==> src/rtl/spart_pkg.sv <==
// Shared constants and types for the SPART processor bus interface.
package spart_pkg;

  localparam logic [1:0] ADDR_DATA   = 2'b00;
  localparam logic [1:0] ADDR_STATUS = 2'b01;
  localparam logic [1:0] ADDR_DIVL   = 2'b10;
  localparam logic [1:0] ADDR_DIVH   = 2'b11;

  localparam logic [15:0] DEFAULT_BAUD = 16'd325;

  typedef enum logic [1:0] {
    TX_IDLE,
    TX_START,
    TX_ARM,
    TX_WAIT
  } tx_state_t;

endpackage

==> src/rtl/sync_fifo.sv <==
// Show-ahead synchronous FIFO with registered full/empty flags and an occupancy count.
// A pop on an empty FIFO is ignored; a push on a full FIFO is accepted only alongside a pop.
module sync_fifo #(
  parameter int WIDTH = 8,
  parameter int DEPTH = 8
) (
  input  logic                     clk,
  input  logic                     rst_n,
  input  logic                     push,
  input  logic                     pop,
  input  logic [WIDTH-1:0]         din,
  output logic [WIDTH-1:0]         dout,
  output logic                     full,
  output logic                     empty,
  output logic [$clog2(DEPTH):0]   count
);

  localparam int AW = $clog2(DEPTH);
  localparam logic [AW-1:0] PTR_ONE  = AW'(1);
  localparam logic [AW:0]   CNT_ONE  = (AW+1)'(1);
  localparam logic [AW:0]   CNT_FULL = (AW+1)'(DEPTH);

  logic [WIDTH-1:0] mem [DEPTH];
  logic [AW-1:0]    wr_ptr_q, rd_ptr_q;
  logic [AW:0]      count_q, count_d;
  logic             full_q, empty_q;
  logic             do_push, do_pop;

  assign do_pop  = pop & ~empty_q;
  assign do_push = push & (~full_q | do_pop);

  always_comb begin
    count_d = count_q;
    if (do_push && !do_pop)
      count_d = count_q + CNT_ONE;
    else if (do_pop && !do_push)
      count_d = count_q - CNT_ONE;
  end

  always_ff @(posedge clk or negedge rst_n) begin
    if (!rst_n) begin
      wr_ptr_q <= '0;
      rd_ptr_q <= '0;
      count_q  <= '0;
      full_q   <= 1'b0;
      empty_q  <= 1'b1;
    end else begin
      if (do_push) wr_ptr_q <= wr_ptr_q + PTR_ONE;
      if (do_pop)  rd_ptr_q <= rd_ptr_q + PTR_ONE;
      count_q <= count_d;
      full_q  <= (count_d == CNT_FULL);
      empty_q <= (count_d == '0);
    end
  end

  // Storage carries no reset; dout is forced to zero while empty.
  always_ff @(posedge clk) begin
    if (do_push) mem[wr_ptr_q] <= din;
  end

  assign dout  = empty_q ? '0 : mem[rd_ptr_q];
  assign full  = full_q;
  assign empty = empty_q;
  assign count = count_q;

endmodule

==> src/rtl/spart_bus_if.sv <==
// Processor-side register interface for the SPART: TX/RX FIFOs, baud divisor,
// sticky error flags, and the launch FSM that hands TX bytes to the transceiver.
module spart_bus_if #(
  parameter int          FIFO_DEPTH   = 8,
  parameter logic [15:0] DEFAULT_BAUD = spart_pkg::DEFAULT_BAUD
) (
  input  logic        clk,
  input  logic        rst_n,
  input  logic        iocs,
  input  logic        iorw,
  input  logic [1:0]  ioaddr,
  input  logic [7:0]  wdata,
  output logic [7:0]  rdata,
  output logic        tbr,
  output logic        rda,
  output logic        rx_overrun,
  output logic        tx_overflow,
  output logic [7:0]  tx_data,
  output logic        tx_start,
  input  logic        tx_busy,
  input  logic [7:0]  rx_data,
  input  logic        rx_done,
  output logic [15:0] baud
);

  import spart_pkg::*;

  localparam int CW = $clog2(FIFO_DEPTH) + 1;

  logic          wr_acc, rd_acc;
  logic          tx_push, tx_pop, tx_full, tx_empty;
  logic          rx_push, rx_pop, rx_full, rx_empty;
  logic [7:0]    tx_head, rx_head;
  logic [CW-1:0] tx_count, rx_count;
  logic [3:0]    tx_free4, rx_count4;

  logic [7:0]    rdata_q, rdata_d;
  logic [7:0]    div_low_q, div_low_d, div_high_q, div_high_d;
  logic          rx_overrun_q, rx_overrun_d, tx_overflow_q, tx_overflow_d;
  logic [7:0]    tx_data_q;
  logic          tx_load;
  tx_state_t     state_q, state_d;

  assign wr_acc  = iocs & ~iorw;
  assign rd_acc  = iocs & iorw;
  assign tx_push = wr_acc && (ioaddr == ADDR_DATA);
  assign rx_pop  = rd_acc && (ioaddr == ADDR_DATA);
  assign rx_push = rx_done;

  sync_fifo #(.WIDTH(8), .DEPTH(FIFO_DEPTH)) u_tx_fifo (
    .clk   (clk),
    .rst_n (rst_n),
    .push  (tx_push),
    .pop   (tx_pop),
    .din   (wdata),
    .dout  (tx_head),
    .full  (tx_full),
    .empty (tx_empty),
    .count (tx_count)
  );

  sync_fifo #(.WIDTH(8), .DEPTH(FIFO_DEPTH)) u_rx_fifo (
    .clk   (clk),
    .rst_n (rst_n),
    .push  (rx_push),
    .pop   (rx_pop),
    .din   (rx_data),
    .dout  (rx_head),
    .full  (rx_full),
    .empty (rx_empty),
    .count (rx_count)
  );

  assign tx_free4  = 4'(FIFO_DEPTH) - 4'(tx_count);
  assign rx_count4 = 4'(rx_count);

  // Register file; a set event on a sticky flag beats a same-cycle clear.
  always_comb begin
    rdata_d       = rdata_q;
    div_low_d     = div_low_q;
    div_high_d    = div_high_q;
    rx_overrun_d  = rx_overrun_q;
    tx_overflow_d = tx_overflow_q;

    if (rd_acc) begin
      case (ioaddr)
        ADDR_DATA:   rdata_d = rx_head;
        ADDR_STATUS: rdata_d = {tx_free4, rx_count4};
        ADDR_DIVL:   rdata_d = div_low_q;
        default:     rdata_d = div_high_q;
      endcase
    end

    if (wr_acc) begin
      case (ioaddr)
        ADDR_STATUS: begin
          rx_overrun_d  = 1'b0;
          tx_overflow_d = 1'b0;
        end
        ADDR_DIVL: div_low_d  = wdata;
        ADDR_DIVH: div_high_d = wdata;
        default:   ;
      endcase
    end

    if (tx_push && tx_full && !tx_pop) tx_overflow_d = 1'b1;
    if (rx_push && rx_full && !rx_pop) rx_overrun_d  = 1'b1;
  end

  always_ff @(posedge clk or negedge rst_n) begin
    if (!rst_n) begin
      rdata_q       <= '0;
      div_low_q     <= DEFAULT_BAUD[7:0];
      div_high_q    <= DEFAULT_BAUD[15:8];
      rx_overrun_q  <= 1'b0;
      tx_overflow_q <= 1'b0;
    end else begin
      rdata_q       <= rdata_d;
      div_low_q     <= div_low_d;
      div_high_q    <= div_high_d;
      rx_overrun_q  <= rx_overrun_d;
      tx_overflow_q <= tx_overflow_d;
    end
  end

  // tx_data is captured on entry to START so it is already valid while tx_start is high.
  always_comb begin
    state_d  = state_q;
    tx_start = 1'b0;
    tx_pop   = 1'b0;
    tx_load  = 1'b0;
    case (state_q)
      TX_IDLE: begin
        if (!tx_empty) begin
          state_d = TX_START;
          tx_load = 1'b1;
        end
      end
      TX_START: begin
        tx_start = 1'b1;
        tx_pop   = 1'b1;
        state_d  = TX_ARM;
      end
      TX_ARM:  state_d = TX_WAIT;
      TX_WAIT: if (!tx_busy) state_d = TX_IDLE;
      default: state_d = TX_IDLE;
    endcase
  end

  always_ff @(posedge clk or negedge rst_n) begin
    if (!rst_n) begin
      state_q   <= TX_IDLE;
      tx_data_q <= '0;
    end else begin
      state_q <= state_d;
      if (tx_load) tx_data_q <= tx_head;
    end
  end

  assign rdata       = rdata_q;
  assign tbr         = ~tx_full;
  assign rda         = ~rx_empty;
  assign rx_overrun  = rx_overrun_q;
  assign tx_overflow = tx_overflow_q;
  assign tx_data     = tx_data_q;
  assign baud        = {div_high_q, div_low_q};

endmodule

==> config.mk <==
export PLATFORM = sky130hd
export DESIGN_NAME = spart_bus_if
export DESIGN_NICKNAME = d
export VERILOG_FILES = /design/src/rtl/spart_pkg.sv /design/src/rtl/sync_fifo.sv /design/src/rtl/spart_bus_if.sv
export SDC_FILE = /design/constraint.sdc
export NUM_CORES = 1
export LEC_CHECK = 0
export ABC_AREA = 1
export BUFFER_PORTS_ARGS = -buffer_cell sky130_fd_sc_hd__clkbuf_2
export CAP_MARGIN = 20
export CORE_ASPECT_RATIO = 0.6
export CORE_UTILIZATION = 40
export CTS_CLUSTER_DIAMETER = 150
export DETAILED_ROUTE_END_ITERATION = 16
export PLACE_DENSITY = 0.54
export SETUP_SLACK_MARGIN = 0.15
export SYNTH_ARGS = -nofsm -noshare
export SYNTH_HDL_FRONTEND = slang
export SYNTH_SLANG_ARGS = --single-unit
==> constraint.sdc <==
create_clock -name clk -period 3.25 [get_ports clk]
set_input_delay 0.325 -clock clk [delete_from_list [all_inputs] [get_ports clk]]
set_output_delay 0.325 -clock clk [all_outputs]
set_load 0.1 [all_outputs]
-- Word level (Yosys, flattened, before mapping)
Memory sizes are Yosys's and may differ from the RTL's. A register that Yosys moved wholly into a read port is not among the register bits.
Cells that the tools add are included.
- bits in writable memories: 128
- register bits: 52
- output and inout bits: 37
- logic and storage cells: 100
- input port bits: 24
- memories: 2
- memory list (memory ; depth ; width ; read ports ; clocked after Yosys merged registers in ; write ports ; RTL line ; text):
    u_rx_fifo.mem ; 8 ; 8 ; 1 ; 0 ; 1 ; sync_fifo.sv:23 ; logic [WIDTH-1:0] mem [DEPTH];
    u_tx_fifo.mem ; 8 ; 8 ; 1 ; 1 ; 1 ; sync_fifo.sv:23 ;
- multiplexer cells: 20
- add/sub/neg operators: 9
- equal/unequal tests: 10
- reductions and logical operators: 30
- bitwise gates (word level): 13
- operators by type and width (operator ; number):
    8-bit case mux with 3 select lines ; 1
    4-bit 2-to-1 mux ; 4
    3-bit by 1-bit adder with 3-bit output (second input constant) ; 4
    1-bit 2-to-1 mux ; 11
    1-bit logical AND ; 10
    2-bit AND reduction ; 5
    4-bit by 1-bit adder with 4-bit output (second input constant) ; 2
    2-bit equality test (second input constant) ; 4
    4-bit equality test (second input constant) ; 2
    4-bit zero test ; 2
    8-bit 2-to-1 mux ; 1
    2-bit case mux with 4 select lines ; 1
    2-bit nonzero test ; 4
    4-bit by 1-bit subtractor with 4-bit output (second input constant) ; 2
    1-bit zero test ; 7
    1-bit AND ; 6
    1-bit NOT ; 5
    2-bit by 1-bit equality test with 1-bit output (second input constant) ; 2
    2-bit zero test ; 2
    2-bit 2-to-1 mux ; 2
    2-bit inequality test (second input constant) ; 2
    4-bit subtractor (first input constant) ; 1
    1-bit OR ; 2

-- Logic depth before layout (Yosys ltp)
- word-level depth: 10
- mapped depth: 11
- depth with buffers taken out: 11

-- By module
Synthesis repeated with hierarchy kept, for this count alone.
- cell total of the unflattened synthesis: 795
- area total of the unflattened synthesis: 8329.2 µm²
- modules (own cells, without submodules) (module ; cells each ; instances ; seq. area each (µm²) ; area an instance (µm²)):
    sync_fifo at u_tx_fifo ; 295 ; 1 ; 2223.4 ; 3249.4
    sync_fifo at u_rx_fifo ; 294 ; 1 ; 2223.4 ; 3230.6
    spart_bus_if ; 206 ; 1 ; 905.9 ; 1849.3

-- Worst setup path after synthesis
OpenSTA, ideal clock, no wires.
- kind: register to register
- from: reg state_q[1]
- to: mem u_tx_fifo.mem[0][0] (enable)
- period minus slack after synthesis: 3.054 ns
- slack: 0.196 ns
- library setup time: 0.383 ns
- arrival: 2.671 ns
- cell stages (with the launch flop): 8
- cell sequence: dfrtp_1 > inv_1 > ha_1 > nand2_2 > inv_1 > o21ai_2 > or2_4 > nor3_1
- cells in the longest elaborated chain, start to end: 7
- ends and longest elaborated chain (item ; RTL line ; text):
    start, declared ; spart_bus_if.sv:42 ; tx_state_t state_q, state_d;
    start signal, assigned ; spart_bus_if.sv:155 ; state_q <= state_d;
    2-bit by 1-bit equality test with 1-bit output ; - ;
    1-bit 2-to-1 mux ; - ;
    net tx_start ; spart_bus_if.sv:19 ; output logic tx_start,
    1-bit AND ; sync_fifo.sv:29 ; assign do_pop = pop & ~empty_q;
    1-bit OR ; sync_fifo.sv:30 ; assign do_push = push & (~full_q | do_pop);
    1-bit AND ; sync_fifo.sv:30 ;
    1-bit 2-to-1 mux ; sync_fifo.sv:58 ; if (do_push) mem[wr_ptr_q] <= din;
    1-bit 2-to-1 mux (implied by the code) ; sync_fifo.sv:58 ;
    end, declared ; sync_fifo.sv:23 ;
The timed path passes the listed nets, and every way through them passes these cells.

-- Final worst setup path
- from: reg state_q[1]
- to: mem u_tx_fifo.mem[7][1] (enable)
- cells in the longest elaborated chain, start to end: 7
- ends and longest elaborated chain (item ; RTL line ; text):
    2-bit by 1-bit equality test with 1-bit output ; spart_bus_if.sv:132 ; case (state_q)
    1-bit 2-to-1 mux ; spart_bus_if.sv:132 ;
    1-bit AND ; sync_fifo.sv:29 ;
    1-bit OR ; sync_fifo.sv:30 ;
    1-bit AND ; sync_fifo.sv:30 ;
    1-bit 2-to-1 mux ; sync_fifo.sv:58 ;
    1-bit 2-to-1 mux (implied by the code) ; sync_fifo.sv:58 ;
No other way between the ends.

==> results.yml <==
power_and_ir_drop:
  cellLeakagePower_nw: 3.79
  powerDensity_nw_per_um2: 956
  ir_worst_vdd_mv: 0.573
setup_path:
  worstSetupPathType: "reg2reg"
  cpPeakStageDelay_ns: 0.55
  reg2reg_slack_ns: 0.89
  critPathBufInv: 3
  reg2reg_to: "u_tx_fifo.mem[7][1]$_DFFE_PP_"
  worstPathRequired_ns: 3.33
  r2r_start: "state_q[1]$_DFFE_PN0P_"
  r2r_cells: 8
  worst_ep_arrival_time_ns: 2.44
  worstSetupStartpointType: "flip-flop"
  cp_slowest_cell: "nor2_1"
  critical_path_peak_fanout: 8
  endpoint_kind: "flip-flop"
  crit_top_cell: "inv_1"
  crit_chain: "inv_1, ha_1, nand2_2, inv_1, o21ai_2, inv_1, nand2_1, nor2_1"
  path_delay_family: "simple AND/OR/NAND/NOR gates"
yosys:
  avgSynthCellArea_sq_um: 10.7
  seq_area_frac_synth: 0.661
  yosys-top-cells-area: "edfxtp_1, dfrtp_1, nand2_1, nor2_1, o21ai_0"
  ys_ff_latch: 188
  yosysTopAreaCell: "edfxtp_1"
  synthDistinctLibCells: 37
  synthCells: 757
  syn_nets: 794
  yosys_warnings: 0
  synth.cell_area_sq_um: 8100
  yosysTopAreaCellShare: 0.475
global_route:
  grt_max_degree: 61
  grt_usage: 0.222
  grt_pass1_wl_um: 32900
  grt-ovfl-total: 0
  grt_pass1_vias: 5440
  antenna_found_initial: 0
cells_and_area:
  final_common_cell: "nand2_1"
  nets: 856
  fillerInstances: 1794
  final_cell_area_sq_um: 9300
  diodes: 0
  final_cell_mix: "nand2_1, edfxtp_1, nor2_1"
  drive_gt1_frac: 0.165
  synthToLayoutAreaGrowth_pct: 14.8
sta:
  layout_worst_path_cycle_share: 0.727
  hold_viol_final: 0
  period_needed_ns: 2.36
  setup_viol: 0
  rsz0062_at_grt: "false"
  maxSlewHeadroom: 0.374
  final.setup.tns_ns: 0
  maxSlewViolCount: 0
  fin_ws_ns: 0.887
  skew_ns: 0.0109
  worst_slew_pin_slew_ns: 0.938
  fmax_mhz: 423
place:
  dp_hpwl_um: 16300
  portBuffers: 60
  pre_cts_ws_ns: 0.899
  dpl_cell_area_sq_um: 8670
  place_congestion: 0.891
routing:
  vias: 5786
  ant_nets: 0
  wirelength_um: 21900
  drtIter0Drc: 713
  wl_per_cell_um: 19.9
  post_drt_via_cell_ratio: 5.27
  route.detailed.drc: 0
  first_pass_iters: 6
clocking:
  clock-root-buffer: "clkbuf_16"
  clock_sinks: 188
  clockBufferDepth: 2
  cts.clk_slew.worst_paths_ns: 0.07
  worstSkewPairLatency_ns: 0.45
  numCtsBuffers: 17
  hold_buffers: 0
  cts_tree: "done"
  postCtsSetupBuffers: 0
  h-tree-depth: 4
  ctsResizeCount: 0
outcome:
  status: "completed"
hold_path:
  holdCritPathClass: "in2async"
die:
  die_area_sq_um: 20800
  fp.dieW_um: 186
  dieHeight_um: 112
  num_rows: 39
  start_util: 0.417
  ioPinCount: 61
  core_sq_um: 19400
job:
  maxCapViolations: 0
[worst max path at each step]
stage                                      start                       endpoint  slack, ns  cells past startpoint
after floorplan           state_q[1]$_DFFE_PN0P_  u_tx_fifo.mem[0][0]$_DFFE_PP_       0.20                      7
after global placement                      iocs  u_rx_fifo.mem[7][3]$_DFFE_PP_       0.98                      9
after detailed placement                    iocs  u_rx_fifo.mem[7][2]$_DFFE_PP_       0.90                      9
after CTS                 state_q[1]$_DFFE_PN0P_  u_tx_fifo.mem[7][1]$_DFFE_PP_       0.91                      8
after global routing      state_q[1]$_DFFE_PN0P_  u_tx_fifo.mem[7][4]$_DFFE_PP_       0.72                      8
final                     state_q[1]$_DFFE_PN0P_  u_tx_fifo.mem[7][1]$_DFFE_PP_       0.89                      8
[cell usage after synthesis (all sizes together)]
master / n
a21o: 1
a21oi: 17
buf: 13
clkbuf: 13
clkinv: 4
dfrtp: 54
dfstp: 6
edfxtp: 128
ha: 13
inv: 53
nand2: 136
nand3: 48
nand4: 4
nor2: 135
nor3: 5
o211ai: 8
o21ai: 96
o221ai: 10
o31ai: 1
or2: 2
xnor2: 2
xor2: 8
[registers in the layout (all words and copies together) (netlist names)]
signal and flops:
u_tx_fifo.count 4, u_rx_fifo.count 4, u_rx_fifo.wr_ptr_q 3, u_tx_fifo.full 1
u_rx_fifo.empty 1, u_tx_fifo.wr_ptr_q 3, u_rx_fifo.full 1, div_high_q 8
u_rx_fifo.rd_ptr_q 3, u_tx_fifo.empty 1, rdata 8, state_q 2
rx_overrun 1, tx_overflow 1, u_tx_fifo.rd_ptr_q 3, tx_data 8
u_tx_fifo.mem 64, div_low_q 8, u_rx_fifo.mem 64
[report_power, final]
group          leakage [nW]  internal, W  total [W]  switching [W]
Combinational          1.60     0.000757    0.00340        0.00264
Sequential             1.89      0.00296    0.00329       0.000336
Clock                 0.304      0.00125    0.00220       0.000948
Total                  3.79      0.00496    0.00889        0.00393
[layer usage]
metal	vias up	track usage	wire length, um	part of all wire
met3	16	0.0646	2110	0.096
li1	2704	-	-	-
met2	203	0.271	8070	0.37
met5	-	0	0	0
met4	0	0.0503	191	0.0087
met1	2863	0.372	11500	0.53
[layout make-up]
| class | instances | area, sq um | share of cell area |
|---|---|---|---|
| clock buffers | 18 | 439 | 0.0472 |
| multi-input cells | 486 | 2400 | 0.259 |
| inverters | 57 | 215 | 0.0231 |
| repair buffers | 69 | 368 | 0.0396 |
| flip-flops and latches | 188 | 5350 | 0.576 |
| clock inverters | 14 | 185 | 0.0199 |
| well taps | 266 | 333 | 0.0358 |
[logic make-up (layout without fill, tap and decap cells)]
logic type	Yosys count	count (layout)	synth area share
AOI/OAI and AO/OA	133	133	0.0908
DFF	188	188	0.661
xor gates and xnor gates	10	10	0.0117
buffers and inverters	83	158	0.0423
and+or+nand+nor	330	330	0.174
adders and majority gates	13	13	0.0201
[metrics by stage]
| stage | instances | total power, W | utilization | hold WS (ns) |
|---|---|---|---|---|
| global placement | 1066 | 0.00666 | 0.447 | 0.469 |
| floorplan | 757 | 0.00577 | - | 0.0294 |
| CTS | 1098 | 0.00888 | 0.479 | 0.0675 |
| global route | 1098 | 0.00935 | 0.479 | 0.113 |
| detailed placement | 1066 | 0.00669 | 0.447 | 0.472 |
| finish | 1098 | 0.00889 | 0.479 | 0.0544 |
(Power assumes the default switching activity.)
